[src/rtl/mem_arbiter.sv]
// Single-port RAM arbiter between instruction fetch and data load/store requesters.
// Optional macro ARB_STARVE_GUARD_EN bounds consecutive data grants while a fetch waits.
module mem_arbiter #(
  parameter int unsigned ADDR_W       = 32,
  parameter int unsigned DATA_W       = 32,
  parameter int unsigned STARVE_LIMIT = 4
) (
  input  logic              CLK,
  input  logic              RST,
  input  logic              halt,
  input  logic              iREN,
  input  logic [ADDR_W-1:0] iaddr,
  input  logic              dREN,
  input  logic              dWEN,
  input  logic [ADDR_W-1:0] daddr,
  input  logic [DATA_W-1:0] dstore,
  output logic              ihit,
  output logic [DATA_W-1:0] iload,
  output logic              dhit,
  output logic [DATA_W-1:0] dload,
  output logic              ramREN,
  output logic              ramWEN,
  output logic [ADDR_W-1:0] ramaddr,
  output logic [DATA_W-1:0] ramstore,
  input  logic [DATA_W-1:0] ramload,
  input  logic [1:0]        ramstate,
  output logic              err
);

  typedef enum logic [1:0] {
    IDLE = 2'd0,
    IGNT = 2'd1,
    DGNT = 2'd2
  } state_e;

  localparam logic [1:0] RS_ACCESS = 2'd2;
  localparam logic [1:0] RS_ERROR  = 2'd3;

  state_e              state_q, state_d;
  logic [ADDR_W-1:0]   addr_q, addr_d;
  logic [DATA_W-1:0]   store_q, store_d;
  logic                wr_q, wr_d;
  logic                i_want, d_want, starve_force;

  assign i_want = iREN & ~halt;
  assign d_want = dREN | dWEN;

`ifdef ARB_STARVE_GUARD_EN
  localparam int unsigned CNT_W = $clog2(STARVE_LIMIT + 1);

  logic [CNT_W-1:0] cnt_q, cnt_d;

  assign starve_force = i_want && (cnt_q >= CNT_W'(STARVE_LIMIT));

  // Counts data completions that overtook a pending, unhalted fetch.
  always_comb begin
    cnt_d = cnt_q;
    if (!iREN) begin
      cnt_d = '0;
    end else if (state_q == IDLE && state_d == IGNT) begin
      cnt_d = '0;
    end else if (dhit && !halt && (cnt_q < CNT_W'(STARVE_LIMIT))) begin
      cnt_d = cnt_q + CNT_W'(1);
    end
  end

  always_ff @(posedge CLK) begin
    if (RST) begin
      cnt_q <= '0;
    end else begin
      cnt_q <= cnt_d;
    end
  end
`else
  localparam int unsigned unused_starve_limit = STARVE_LIMIT;

  assign starve_force = 1'b0;
`endif

  // Next-state and RAM-facing outputs; everything idles at zero.
  always_comb begin
    state_d  = state_q;
    addr_d   = addr_q;
    store_d  = store_q;
    wr_d     = wr_q;
    ihit     = 1'b0;
    iload    = '0;
    dhit     = 1'b0;
    dload    = '0;
    ramREN   = 1'b0;
    ramWEN   = 1'b0;
    ramaddr  = '0;
    ramstore = '0;
    err      = 1'b0;

    unique case (state_q)
      IDLE: begin
        if (d_want && !starve_force) begin
          state_d = DGNT;
          addr_d  = daddr;
          store_d = dstore;
          wr_d    = dWEN;
        end else if (i_want) begin
          state_d = IGNT;
          addr_d  = iaddr;
          store_d = '0;
          wr_d    = 1'b0;
        end
      end

      IGNT: begin
        // halt is ignored here so an in-flight fetch can finish.
        if (!iREN) begin
          state_d = IDLE;
        end else begin
          ramREN  = 1'b1;
          ramaddr = addr_q;
          iload   = ramload;
          if (ramstate == RS_ACCESS) begin
            ihit    = 1'b1;
            state_d = IDLE;
          end else if (ramstate == RS_ERROR) begin
            err     = 1'b1;
            state_d = IDLE;
          end
        end
      end

      DGNT: begin
        if (!d_want) begin
          state_d = IDLE;
        end else begin
          ramREN   = ~wr_q;
          ramWEN   = wr_q;
          ramaddr  = addr_q;
          ramstore = store_q;
          dload    = wr_q ? '0 : ramload;
          if (ramstate == RS_ACCESS) begin
            dhit    = 1'b1;
            state_d = IDLE;
          end else if (ramstate == RS_ERROR) begin
            err     = 1'b1;
            state_d = IDLE;
          end
        end
      end

      default: state_d = IDLE;
    endcase
  end

  always_ff @(posedge CLK) begin
    if (RST) begin
      state_q <= IDLE;
      addr_q  <= '0;
      store_q <= '0;
      wr_q    <= 1'b0;
    end else begin
      state_q <= state_d;
      addr_q  <= addr_d;
      store_q <= store_d;
      wr_q    <= wr_d;
    end
  end

endmodule
[config.mk]
export PLATFORM = sky130hd
export DESIGN_NAME = mem_arbiter
export DESIGN_NICKNAME = d
export VERILOG_FILES = /design/src/rtl/mem_arbiter.sv
export SDC_FILE = /design/constraint.sdc
export NUM_CORES = 1
export LEC_CHECK = 0
export CORE_AREA = 2 2 106 108
export CTS_BUF_LIST = sky130_fd_sc_hd__clkbuf_4
export CTS_CLUSTER_SIZE = 8
export DETAILED_ROUTE_END_ITERATION = 6
export DIE_AREA = 0 0 108 110
export PLACE_DENSITY_LB_ADDON = 0.08
export SYNTH_ARGS = -nofsm -noshare
export SYNTH_HDL_FRONTEND = slang
export SYNTH_SLANG_ARGS = --single-unit
[constraint.sdc]
create_clock -name CLK -period 3 [get_ports CLK]
set_input_delay 0.6 -clock CLK [delete_from_list [all_inputs] [get_ports CLK]]
set_output_delay 0.6 -clock CLK [all_outputs]
set_load 0.01 [all_outputs]
==> metrics, run 1 <==
outcome=completed; count leader, synth=nor2_1; FF-to-FF setup slack=1390 ps; initial antenna violation count=0; maximum net fanout on the critical path=37; setup repair bufs after CTS=0; initial core utilization=35.9%; Setup violations, final=0; share of cells above drive strength 1=10.3%; CTS tree=yes; global-route wire length before repair=21,200 µm; Core ar.=0.0107 mm²; max-slew violations=0; TritonCTS Buffers=9; HP Class=reg -> reg; initial DRC count=259; # placed instances=852; CTS root buffer=clkbuf_4; 1st-pass router iterations=4; slew margin rel.=48.7%; Synth cell types=27; Post-Route WL=14,600 µm; Worst Tran Pin Value=769 ps; grt ovf=0; chip width=108 µm; Synth Register Bits=67; dominant cells by area after synthesis=dfxtp_1 (35%), a311oi_2 (13%), and2_1 (11%); Die H=110 µm; fillers=917; Final Wtd Congestion=0.812; Hold-fix buffers, CTS=0; final non-filler cell total=868; required time worst endpoint=2400 ps; clock-pin transition on the worst setup and hold timing paths=110 ps; maximum clock insertion buffer count=2; Worst-Skew Late Latency=420 ps; EDFF count, synth=0; Yosys warnings=0; fin nets=863; Clock Skews=25.9 ps; vias=4,361; FF-to-FF Start=state_q[0]; placed cell area=0.00665 mm²; Post-DP HPWL=10,600 µm; top cells by count, synth=nor2_1 (71), dfxtp_1 (67), and2_1 (66), nand2_1 (66), and3_1 (65); Yosys top cell area share=34.9%; Arr. time, crit path=2350 ps; LEAKAGE=3.48 nW; Post-Synthesis Net Count=611; WHS Path Cells=2; Reg-to-Reg End=addr_q[19]; Peak VDD IR=0.227 mV; Synth area leader=dfxtp_1; I/O pins=269; Layout area overhead=79.0%; clock sinks=67; Worst R2R Path Depth=6; # diodes=0; Row Count=38; sequential area share after synthesis=34.9%; port bufs=268; CP startpoint kind=input pin; Mean Syn Cell Area=8.16 µm²; DIE AREA=0.0119 mm²; Final min period=2950 ps; CP Class=in -> out; vias per std cell=5.02; post-synthesis cell count=471; WL per Instance=16.8 µm; hold_sp=store_q[12]; H-Tree Depth=3; Fin. Hold Viols=0; Final Util=64.3%; pwr dens=358 mW/mm²; Final ANT Viol Nets=0; asr flop ratio synth=0%; GRT Total Usage=22.5%; maxcap violations=0; Worst setup EP type=output port; unrepaired setup endpoints after global routing=true; mapped cell area=0.00384 mm²; hold endpoint=store_q[12]; final routed DRC violation total=0; top_reg_cell synth=dfxtp_1; Fmax achieved=0.338 GHz; Final Cycle Share=98.5%; vias in the first global route=4,079; final instance area=0.00688 mm²; largest net degree at the start of global routing=38
report_power, final:
part / internal (mW) / switching, mW
clock: 0.252 / 0.354
sequential: 0.991 / 0.0514
combinational: 0.439 / 0.376
total: 1.68 / 0.781
per-layer routing:
layer	share of wire, %	up-vias	GRT usage [%]
li1	-	2129	-
met1	41	2053	27.9
met2	50	161	39.6
met3	7.6	18	4.88
met4	1.7	0	6.50
met5	0	-	0
critical path, stage by stage:
cell,delay (ps)
clkdlybuf4s50_1,480
or2_2,140
buf_4,320
and3_1,260
clkdlybuf4s50_1,550
registers in the layout, indices dropped and copies added, names as in the netlist:
signal and count:
addr_q 32, store_q 32, state_q 2, wr_q 1
layout make-up:
cell class | instances | area (µm²) | area share [%]
clock buffer | 9 | 67.6 | 0.983
inverter | 2 | 7.51 | 0.109
timing repair buffer | 289 | 2970 | 43.2
multi-input combinational | 354 | 2250 | 32.7
clock inverter | 7 | 66.3 | 0.964
tap | 140 | 175 | 2.55
sequential | 67 | 1340 | 19.5
worst max path at each step:
| stage | slack (ps) | end | cells past startpoint | start |
|---|---|---|---|---|
| final | 50 | ramWEN | 5 | dWEN |
| after global routing | -10 | ramWEN | 5 | dWEN |
| after CTS | -2 | ramaddr[13] | 7 | dWEN |
| after detailed placement | -30 | dload[22] | 7 | dWEN |
| after global placement | -2 | dload[22] | 7 | dWEN |
| after floorplan | 850 | ramaddr[0] | 6 | dWEN |
cell usage in the layout, fill, tap and decap left out:
cell and n:
o21ai_2 1, a21oi_1 1, and2b_2 1, nand2_1 65, o21ai_0 2, inv_6 2, nand2_2 1, dlymetal6s2s_1 36
mux2i_1 1, nor2_1 69, clkinv_1 3, buf_4 17, a311oi_2 32, o21a_2 1, o31ai_1 1, nand4b_1 1
a211o_1 1, or2_2 1, buf_12 4, a22oi_1 33, and3_1 65, ha_1 4, nand2b_1 3, dfxtp_1 67
and2_1 66, buf_2 1, nor2_2 2, a21boi_2 1, clkbuf_4 9, inv_1 2, bufinv_16 1, clkinvlp_4 1
a221oi_1 1, dlygate4sd2_1 2, nand3_1 1, clkdlybuf4s50_1 229
metrics by stage:
stage                     setup TNS, ps  hold slack (ps)  setup WS [ps]  power (mW)
after floorplan                       0              457            850        1.50
after global placement            -1.97              471          -1.97        1.86
after detailed placement          -45.5              485          -27.7        1.88
after CTS                         -1.53              516          -1.53        2.49
after global routing              -11.2              532          -11.2        2.59
final                                 0              509           45.3        2.46
logic make-up (layout without fill, tap and decap cells):
family	Yosys count	after routing	share of synthesized area, %
adders and majority gates	4	4	1.30
buffers and inverters	50	307	6.87
DFF	67	67	34.9
AOI/OAI and AO/OA	74	74	20.7
muxes	1	1	0.261
and+or+nand+nor	275	275	35.9
timing repair:
item	in CTS	in global routing
resized for setup	3	37
setup endpoints to repair	6	62
cloned	0	0
Note: power is estimated with default switching activity, not from simulation.
==> run 2, diff against run 1 <==
Settings changed: MAX_ROUTING_LAYER set to met4.
==> run 2 against run 1 <==
Effect of this change: non-clock buffer count unchanged; final cell count did not move; register-to-register slack about the same; critical endpoint is now dload[31]; setup slack gained 12 ps; count of clock-buffer cells in the layout is the same.
==> metrics, run 2 (synthesis gave the netlist of run 1 again) <==
outcome=completed; unrepaired setup endpoints after global routing=true; chip width=108 µm (unchanged); most frequent cells in the layout=clkdlybuf4s50_1 (230), nor2_1 (69), dfxtp_1 (67), and2_1 (66); Fin. Hold Viols=0 (unchanged); setup slack at placement=-27.7 ps (unchanged); Worst-Skew Late Latency=410 ps (about the same); worst path bufs/invs=3 (unchanged); H-Tree Depth=3 (unchanged); Post-Route WL=14,500 µm (-0.68%); maxcap violations=0 (unchanged); fin nets=863 (unchanged); Worst setup EP type=output port; # diodes=0 (unchanged); hold_sp=store_q[12]; Core ar.=0.0107 mm² (unchanged); setup repair bufs after CTS=0 (unchanged); vias per std cell=4.99 (-0.71%); HP Class=reg -> reg; Post-DP HPWL=10,600 µm (unchanged); commonest non-fill, non-tap cell in the layout=clkdlybuf4s50_1; initial core utilization=35.9% (unchanged); vias in the first global route=4,099 (+0.49%); LEAKAGE=3.47 nW (-0.51%); Fmax achieved=0.340 GHz (+0.42%); Layout area overhead=78.9% (about the same); placed cell area=0.00665 mm² (unchanged); max-slew violations=0 (unchanged); Die H=110 µm (unchanged); Final Util=64.3% (about the same); Final ANT Viol Nets=0 (unchanged); 1st-pass router iterations=4 (unchanged); Reg-to-Reg End=addr_q[19]; vias=4,330 (-0.71%); CP Class=in -> out; Final min period=2940 ps (-12.2 ps); WL per Instance=16.7 µm (-0.68%); clock-pin transition on the worst setup and hold timing paths=110 ps (about the same); final non-filler cell total=868 (unchanged); maximum net fanout on the critical path=32 (-14%); final instance area=0.00687 mm² (about the same); FF-to-FF Start=state_q[0]; CTS root buffer=clkbuf_4; initial DRC count=262 (+1.2%); kind of cell adding the most delay to the critical path=buffers and inverters; required time worst endpoint=2400 ps (about the same); CP startpoint kind=input pin; port bufs=268 (unchanged); largest net degree at the start of global routing=38 (unchanged); slew margin rel.=48.3% (-0.40 points); share of cells above drive strength 1=10.3% (unchanged); Final Wtd Congestion=0.824 (+1.5%); crit path from=dWEN; grt ovf=0 (unchanged); global-route wire length before repair=21,200 µm (-0.23%); Row Count=38 (unchanged); initial antenna violation count=0 (unchanged); # placed instances=852 (unchanged); GRT Total Usage=23.2% (+0.62 points); Worst Tran Pin Value=775 ps (+6.07 ps); setup ws final=57.5 ps (+12.2 ps); Largest stage delay, worst path=500 ps (-50 ps); maximum clock insertion buffer count=2 (unchanged); Setup violations, final=0 (unchanged); Hold-fix buffers, CTS=0 (unchanged); hold endpoint=store_q[12]; Peak VDD IR=0.229 mV (+0.74%); Clock Skews=27.8 ps (+1.87 ps); Worst R2R Path Depth=6 (unchanged); pwr dens=358 mW/mm² (about the same); WHS Path Cells=2 (unchanged); I/O pins=269 (unchanged); TritonCTS Buffers=9 (unchanged); FF-to-FF setup slack=1380 ps (about the same); slowest CP cell=clkdlybuf4s50_1; clock sinks=67 (unchanged); final routed DRC violation total=0 (unchanged); DIE AREA=0.0119 mm² (unchanged); Arr. time, crit path=2340 ps (about the same); Final Cycle Share=98.1% (-0.41 points); CP cell instances=clkdlybuf4s50_1, or2_2, nand2_2, nor2_2, buf_12, and2_1, clkdlybuf4s50_1; cell mode on critical path=clkdlybuf4s50_1; CTS tree=yes; biggest regs=addr_q: 32 flops, store_q: 32 flops, state_q: 2 flops
run 2: cell count changes in the layout (fill, tap and decap cells not counted):
cell	change
dlymetal6s2s_1	-1
clkdlybuf4s50_1	+1
run 2: worst max path at each step:
| stage | to | slack, ps | cells past startpoint |
|---|---|---|---|
| 6_report | dload[31] | 60 | 7 |
| 5_1_grt | ramWEN | -8 | 5 |
| 4_1_cts | ramaddr[13] | -2 | 7 |
| 3_5_place_dp | dload[22] | -30 | 7 |
| 3_3_place_gp | dload[22] | -2 | 7 |
| 2_1_floorplan | ramaddr[0] | 850 | 6 |
run 2: repair_timing:
action / 4_1_cts / 5_1_grt
gates resized for setup: 3 / 36
endpoints found under the setup margin: 6 / 62
pin swaps: 0 / 0
run 2: layout make-up:
cell class | instances | area, µm²
clock buffers | 9 | 67.6
clock inverters | 7 | 66.3
fillers | 918 | 3820
inverters | 2 | 7.51
multi-input cells | 354 | 2250
flip-flops and latches | 67 | 1340
well taps | 140 | 175
repair buffers | 289 | 2970
run 2: layer usage:
| layer | vias up | share of wire, % | GRT usage, % |
|---|---|---|---|
| li1 | 2126 | - | - |
| met1 | 2023 | 42 | 28.3 |
| met2 | 161 | 50 | 39.5 |
| met3 | 20 | 6.7 | 4.12 |
| met4 | 0 | 1.9 | 6.50 |
| met5 | - | 0 | - |
run 2: power breakdown:
part	internal, mW	switching [mW]
clock	0.252	0.354
sequential	0.991	0.0512
combinational	0.439	0.374
total	1.68	0.780
run 2: tightest hold or removal path: stages, from the launching register on:
cell and delay [ps]:
dfxtp_1 340, a22oi_1 70, nor2_1 80
run 2: stage by stage:
step	hold slack, ps	power [mW]	setup TNS (ps)
after floorplan	457	1.50	0
after global placement	471	1.86	-1.97
after detailed placement	485	1.88	-45.5
after CTS	516	2.49	-1.53
after global routing	532	2.59	-8.21
final	510	2.46	0
